[src/rtl/serial_alu_pkg.sv]
// Shared types and opcode decode for the bit-serial ALU sequencer.
package serial_alu_pkg;

  typedef enum logic [2:0] {
    OP_AND  = 3'b000,
    OP_OR   = 3'b001,
    OP_ADD  = 3'b010,
    OP_XOR  = 3'b011,
    OP_SUB  = 3'b100,
    OP_NOR  = 3'b101,
    OP_NAND = 3'b110,
    OP_RSUB = 3'b111
  } alu_op_e;

  typedef enum logic [1:0] {
    IDLE,
    RUN,
    DONE
  } state_e;

  localparam logic [1:0] SEL_AND = 2'b00;
  localparam logic [1:0] SEL_OR  = 2'b01;
  localparam logic [1:0] SEL_SUM = 2'b10;
  localparam logic [1:0] SEL_XOR = 2'b11;

  typedef struct packed {
    logic       a_inv;
    logic       b_inv;
    logic [1:0] sel;
  } slice_ctrl_t;

  typedef struct packed {
    slice_ctrl_t ctrl;
    logic        c_init;
    logic        arith;
  } decode_t;

  function automatic decode_t decode_op(alu_op_e op);
    decode_t d;
    d = '0;
    case (op)
      OP_AND:  d.ctrl = '{1'b0, 1'b0, SEL_AND};
      OP_OR:   d.ctrl = '{1'b0, 1'b0, SEL_OR};
      OP_ADD:  begin d.ctrl = '{1'b0, 1'b0, SEL_SUM}; d.arith = 1'b1; end
      OP_XOR:  d.ctrl = '{1'b0, 1'b0, SEL_XOR};
      OP_SUB:  begin d.ctrl = '{1'b0, 1'b1, SEL_SUM}; d.arith = 1'b1; d.c_init = 1'b1; end
      OP_NOR:  d.ctrl = '{1'b1, 1'b1, SEL_AND};
      OP_NAND: d.ctrl = '{1'b1, 1'b1, SEL_OR};
      OP_RSUB: begin d.ctrl = '{1'b1, 1'b0, SEL_SUM}; d.arith = 1'b1; d.c_init = 1'b1; end
      default: d = '0;
    endcase
    return d;
  endfunction

endpackage

[src/rtl/shift_reg_n.sv]
// Loadable right-shift register with serial input at the MSB.
module shift_reg_n #(
  parameter int WIDTH = 8
) (
  input  logic             clk,
  input  logic             rst_n,
  input  logic             load,
  input  logic             shift,
  input  logic [WIDTH-1:0] d,
  input  logic             sin,
  output logic [WIDTH-1:0] q
);

  always_ff @(posedge clk) begin
    if (!rst_n)     q <= '0;
    else if (load)  q <= d;
    else if (shift) q <= {sin, q[WIDTH-1:1]};
  end

endmodule

[src/rtl/serial_alu_ctrl.sv]
// Bit-serial ALU sequencer driving an external 1-bit slice, LSB first.
// Optional overflow/negative flag ports enabled by SERIAL_ALU_FLAGS_EN.
module serial_alu_ctrl
  import serial_alu_pkg::*;
#(
  parameter int WIDTH = 8,
  parameter int CNT_W = $clog2(WIDTH)
) (
  input  logic             clk,
  input  logic             rst_n,
  input  logic             in_valid,
  output logic             in_ready,
  input  logic [2:0]       op,
  input  logic [WIDTH-1:0] op_a,
  input  logic [WIDTH-1:0] op_b,
  output logic             slice_a,
  output logic             slice_b,
  output logic             slice_a_inv,
  output logic             slice_b_inv,
  output logic             slice_c_in,
  output logic             slice_s1,
  output logic             slice_s0,
  input  logic             slice_x,
  input  logic             slice_c_out,
  output logic             out_valid,
  input  logic             out_ready,
  output logic [WIDTH-1:0] result,
  output logic             carry,
  output logic             zero
`ifdef SERIAL_ALU_FLAGS_EN
  ,
  output logic             overflow,
  output logic             negative
`endif
);

  state_e           state;
  logic [CNT_W-1:0] cnt;
  slice_ctrl_t      ctrl_q;
  logic             arith_q;
  logic             c_q;
  logic [WIDTH-1:0] a_q, b_q, res_q;
  logic [WIDTH-1:0] final_res;
  logic             accept, running;
  decode_t          dec;
  logic             unused_ok;

  assign accept    = in_valid && in_ready;
  assign running   = (state == RUN);
  assign dec       = decode_op(alu_op_e'(op));
  assign final_res = {slice_x, res_q[WIDTH-1:1]};
  assign result    = res_q;
  assign unused_ok = ^{a_q[WIDTH-1:1], b_q[WIDTH-1:1]};

  shift_reg_n #(.WIDTH(WIDTH)) u_a_sh (
    .clk(clk), .rst_n(rst_n), .load(accept), .shift(running),
    .d(op_a), .sin(1'b0), .q(a_q)
  );

  shift_reg_n #(.WIDTH(WIDTH)) u_b_sh (
    .clk(clk), .rst_n(rst_n), .load(accept), .shift(running),
    .d(op_b), .sin(1'b0), .q(b_q)
  );

  shift_reg_n #(.WIDTH(WIDTH)) u_res_sh (
    .clk(clk), .rst_n(rst_n), .load(accept), .shift(running),
    .d('0), .sin(slice_x), .q(res_q)
  );

  // Slice is driven only while running so it sees quiet inputs otherwise.
  assign slice_a     = running & a_q[0];
  assign slice_b     = running & b_q[0];
  assign slice_a_inv = running & ctrl_q.a_inv;
  assign slice_b_inv = running & ctrl_q.b_inv;
  assign slice_s1    = running & ctrl_q.sel[1];
  assign slice_s0    = running & ctrl_q.sel[0];
  assign slice_c_in  = running & c_q;

  always_ff @(posedge clk) begin
    if (!rst_n) begin
      state     <= IDLE;
      in_ready  <= 1'b1;
      out_valid <= 1'b0;
      cnt       <= '0;
      ctrl_q    <= '0;
      arith_q   <= 1'b0;
      c_q       <= 1'b0;
      carry     <= 1'b0;
      zero      <= 1'b0;
`ifdef SERIAL_ALU_FLAGS_EN
      overflow  <= 1'b0;
      negative  <= 1'b0;
`endif
    end else begin
      case (state)
        IDLE: begin
          if (in_valid) begin
            state    <= RUN;
            in_ready <= 1'b0;
            cnt      <= '0;
            ctrl_q   <= dec.ctrl;
            arith_q  <= dec.arith;
            c_q      <= dec.c_init;
          end
        end
        RUN: begin
          c_q <= slice_c_out;
          cnt <= cnt + 1'b1;
          if (cnt == CNT_W'(WIDTH-1)) begin
            state     <= DONE;
            out_valid <= 1'b1;
            carry     <= arith_q & slice_c_out;
            zero      <= (final_res == '0);
`ifdef SERIAL_ALU_FLAGS_EN
            overflow  <= arith_q & (c_q ^ slice_c_out);
            negative  <= slice_x;
`endif
          end
        end
        DONE: begin
          if (out_ready) begin
            state     <= IDLE;
            out_valid <= 1'b0;
            in_ready  <= 1'b1;
          end
        end
        default: begin
          state     <= IDLE;
          in_ready  <= 1'b1;
          out_valid <= 1'b0;
        end
      endcase
    end
  end

endmodule

[config.mk]
export PLATFORM = sky130hd
export DESIGN_NAME = serial_alu_ctrl
export DESIGN_NICKNAME = d
export VERILOG_FILES = /design/src/rtl/serial_alu_pkg.sv /design/src/rtl/shift_reg_n.sv /design/src/rtl/serial_alu_ctrl.sv
export SDC_FILE = /design/constraint.sdc
export NUM_CORES = 1
export LEC_CHECK = 0
export ABC_AREA = 1
export BUFFER_PORTS_ARGS = -buffer_cell sky130_fd_sc_hd__buf_4
export CAP_MARGIN = 30
export CORE_MARGIN = 3
export CORE_UTILIZATION = 48
export DETAILED_ROUTE_END_ITERATION = 16
export MAX_ROUTING_LAYER = met4
export PLACE_DENSITY = 0.71
export SETUP_SLACK_MARGIN = 0.4
export SYNTH_ARGS = -nofsm -noshare
export SYNTH_HDL_FRONTEND = slang
export SYNTH_HIERARCHICAL = 1
export SYNTH_SLANG_ARGS = --single-unit
[constraint.sdc]
create_clock -name clk -period 1.25 [get_ports clk]
set_input_delay 0.125 -clock clk [delete_from_list [all_inputs] [get_ports clk]]
set_output_delay 0.125 -clock clk [all_outputs]
set_load 0.005 [all_outputs]
==> flow_summary.yaml <==
finish:
  stdcell_count: 443
  layout_common_cells: "nand2_1, buf_4, inv_1"
  multiInputGateArea_um2: 1250
  regArea_um2: 808
  fill_cells: 256
  fin_area_um2: 3180
  drive_above_1_share: 0.390
  layout_commonest_cell: "nand2_1"
  syn_to_final_growth_pct: 59.5
  nets: 421
  final_util: 0.832
  diodes: 0
cts:
  cts.sinks: 39
  path_clk_slew_ps: 80
  cts_tree: "done"
  cts_made_buffers: 5
  htreeDepth: 2
  insertion_delay_ps: 300
  clockBufferDepth: 2
  root_buffer: "clkbuf_8"
timing:
  timing.final.ws_setup_ps: -24.8
  final-hold-violation-count: 0
  period_share: 1.02
  min_period_ps: 1270
  setup_viol: 4
  rsz0062_at_grt: "true"
  fmax_mhz: 784
  skew_ps: 9.92
  drv_slew: 0
pwr:
  p_total_uw: 3360
  cellLeakagePower_uw: 0.00157
  vdd.ir_drop.worst_mv: 0.892
  powerDensity_nw_per_um2: 1050
worst_setup_path:
  rr_startpoint: "state[1]"
  cp_top_family: "buffers and inverters"
  worst-setup-path-type: "reg -> reg"
  required_ps: 1470
  critPathBufInv: 6
  crit_chain: "inv_4, nand2_8, buf_6, buf_12, buf_12, clkinv_8, buf_6, nand2_4, a21oi_2"
  rrSetupSlack_ps: -20
  path_depth: 9
  crit_arrival_ps: 1500
  ff2ff_path_depth: 9
  crit_path_top_delay_cell: "dfxtp_2"
  slowest_delay_ps: 340
  endpoint_kind: "flop"
  reg2reg_to: "cnt[1]"
  crit_fanout: 6
  startpoint: "state[1]"
  start_kind: "flop"
die:
  die_h_um: 70.5
  core-area_um2: 3830
  die_area_um2: 4970
  io-pin-count: 44
  row_count: 22
  die_width_um: 70.5
  start_util: 0.522
synth:
  ys_types: 19
  synth-warning-count: 6
  synth_top_area_frac: 0.391
  synth_area_per_cell_um2: 6.42
  yosysTopAreaCell: "dfxtp_1"
  ys_seq_area_frac: 0.391
  synth_area_um2: 2000
  ys_seq_elements: 39
  synth_area_leaders: "dfxtp_1, nand2_1, inv_1"
  synth_cells: 311
place:
  dpl_cell_area_um2: 2430
  gp_congestion: 0.840
  numPortBuffers: 43
  dp_slack_ps: 44.6
  hpwl_mm: 2.90
  place_inst: 409
global_routing:
  grt_start_max_net_pins: 21
  antenna_found_initial: 0
  grt_pass1_vias: 2048
  grt_pass1_wl_mm: 8.83
  overflow: 0
  grt_usage: 0.223
route:
  drc_errors: 0
  routed_via_density: 5.05
  dr.pass1.iters: 4
  num_vias: 2236
  drt_iter0_drc: 190
  wl_per_cell_um: 13.2
  antenna_left: 0
  drt_wl_total_mm: 5.83
worst_hold_path:
  min_from: "slice_c_out"
  hold_path_end: "carry"
  hold_path_depth: 3
  hold_path.class: "in -> reg"
outcome:
  violations: "setup timing"
  status: "finished with violations"
run:
  maxCapViolCount: 0
## routing by layer
metal	GRT usage	routed length, µm
met4	0.0660	113
met1	0.258	2360
met3	0.0403	310
met5	-	0
met2	0.390	3040
## Yosys cell counts
cell type / count
nand2_1: 122
inv_1: 44
dfxtp_1: 39
a21oi_1: 28
nor2_1: 26
nand3_1: 20
o21ai_0: 7
inv_2: 5
buf_6: 4
buf_4: 3
nor2_8: 3
ha_1: 2
nor3_1: 2
and2_1: 1
conb_1: 1
nand3_2: 1
o21a_1: 1
o21ai_1: 1
or2_1: 1
## cell type report
type / instances / area share
multi-input cells: 226 / 0.393
flip-flops and latches: 39 / 0.254
repair buffers: 70 / 0.216
inverters: 49 / 0.0692
clock buffers: 5 / 0.0216
well taps: 48 / 0.0189
clock inverters: 3 / 0.0138
repair inverters: 3 / 0.0138
## power by group
part	switching, µW	internal, µW
Clock	476	595
Combinational	458	421
Sequential	68.3	1340
## tightest hold or removal path, delay by kind of cell
| family | cells | cell delay [ps] |
|---|---|---|
| compound gates | 1 | 60 |
| buf+inv | 1 | 120 |
| simple gates | 1 | 60 |
## stage by stage
stage	hold slack (ps)	TNS, ps
2_1_floorplan	223	0
3_3_place_gp	419	0
3_5_place_dp	424	0
4_1_cts	106	0
5_1_grt	107	-1190
6_report	110	-42.4
## registers in the layout, indices dropped and copies added, names as in the netlist
name and cells:
in_ready 1, cnt 3, c_q 1, carry 1
u_b_sh/q 8, state 2, zero 1, u_a_sh/q 8
out_valid 1, arith_q 1, ctrl_q 4, u_res_sh/q 8
## kinds of logic (layout without fill, tap and decap cells)
group / Yosys count / count (layout) / synth area share
AO/OA/AOI/OAI: 37 / 37 / 0.0940
adder cells (fa/ha/maj): 2 / 2 / 0.0125
buffers and inverters: 56 / 130 / 0.126
flip-flops: 39 / 39 / 0.391
other: 1 / 10 / 0.00188
AND/OR/NAND/NOR: 176 / 177 / 0.375
## repair_timing
item                                    CTS  global route
pin swaps                                11            20
resized for setup                        67            49
setup buffers                            15             5
hold buffers                              0             0
cloned                                    5             1
endpoints found under the setup margin   58            58
## how the worst max path moves through the flow
stage | endpoint
floorplan | u_res_sh/q[7]
global placement | carry
detailed placement | carry
CTS | slice_s0
global route | u_a_sh/q[2]
finish | cnt[1]
(Power assumes the default switching activity.)
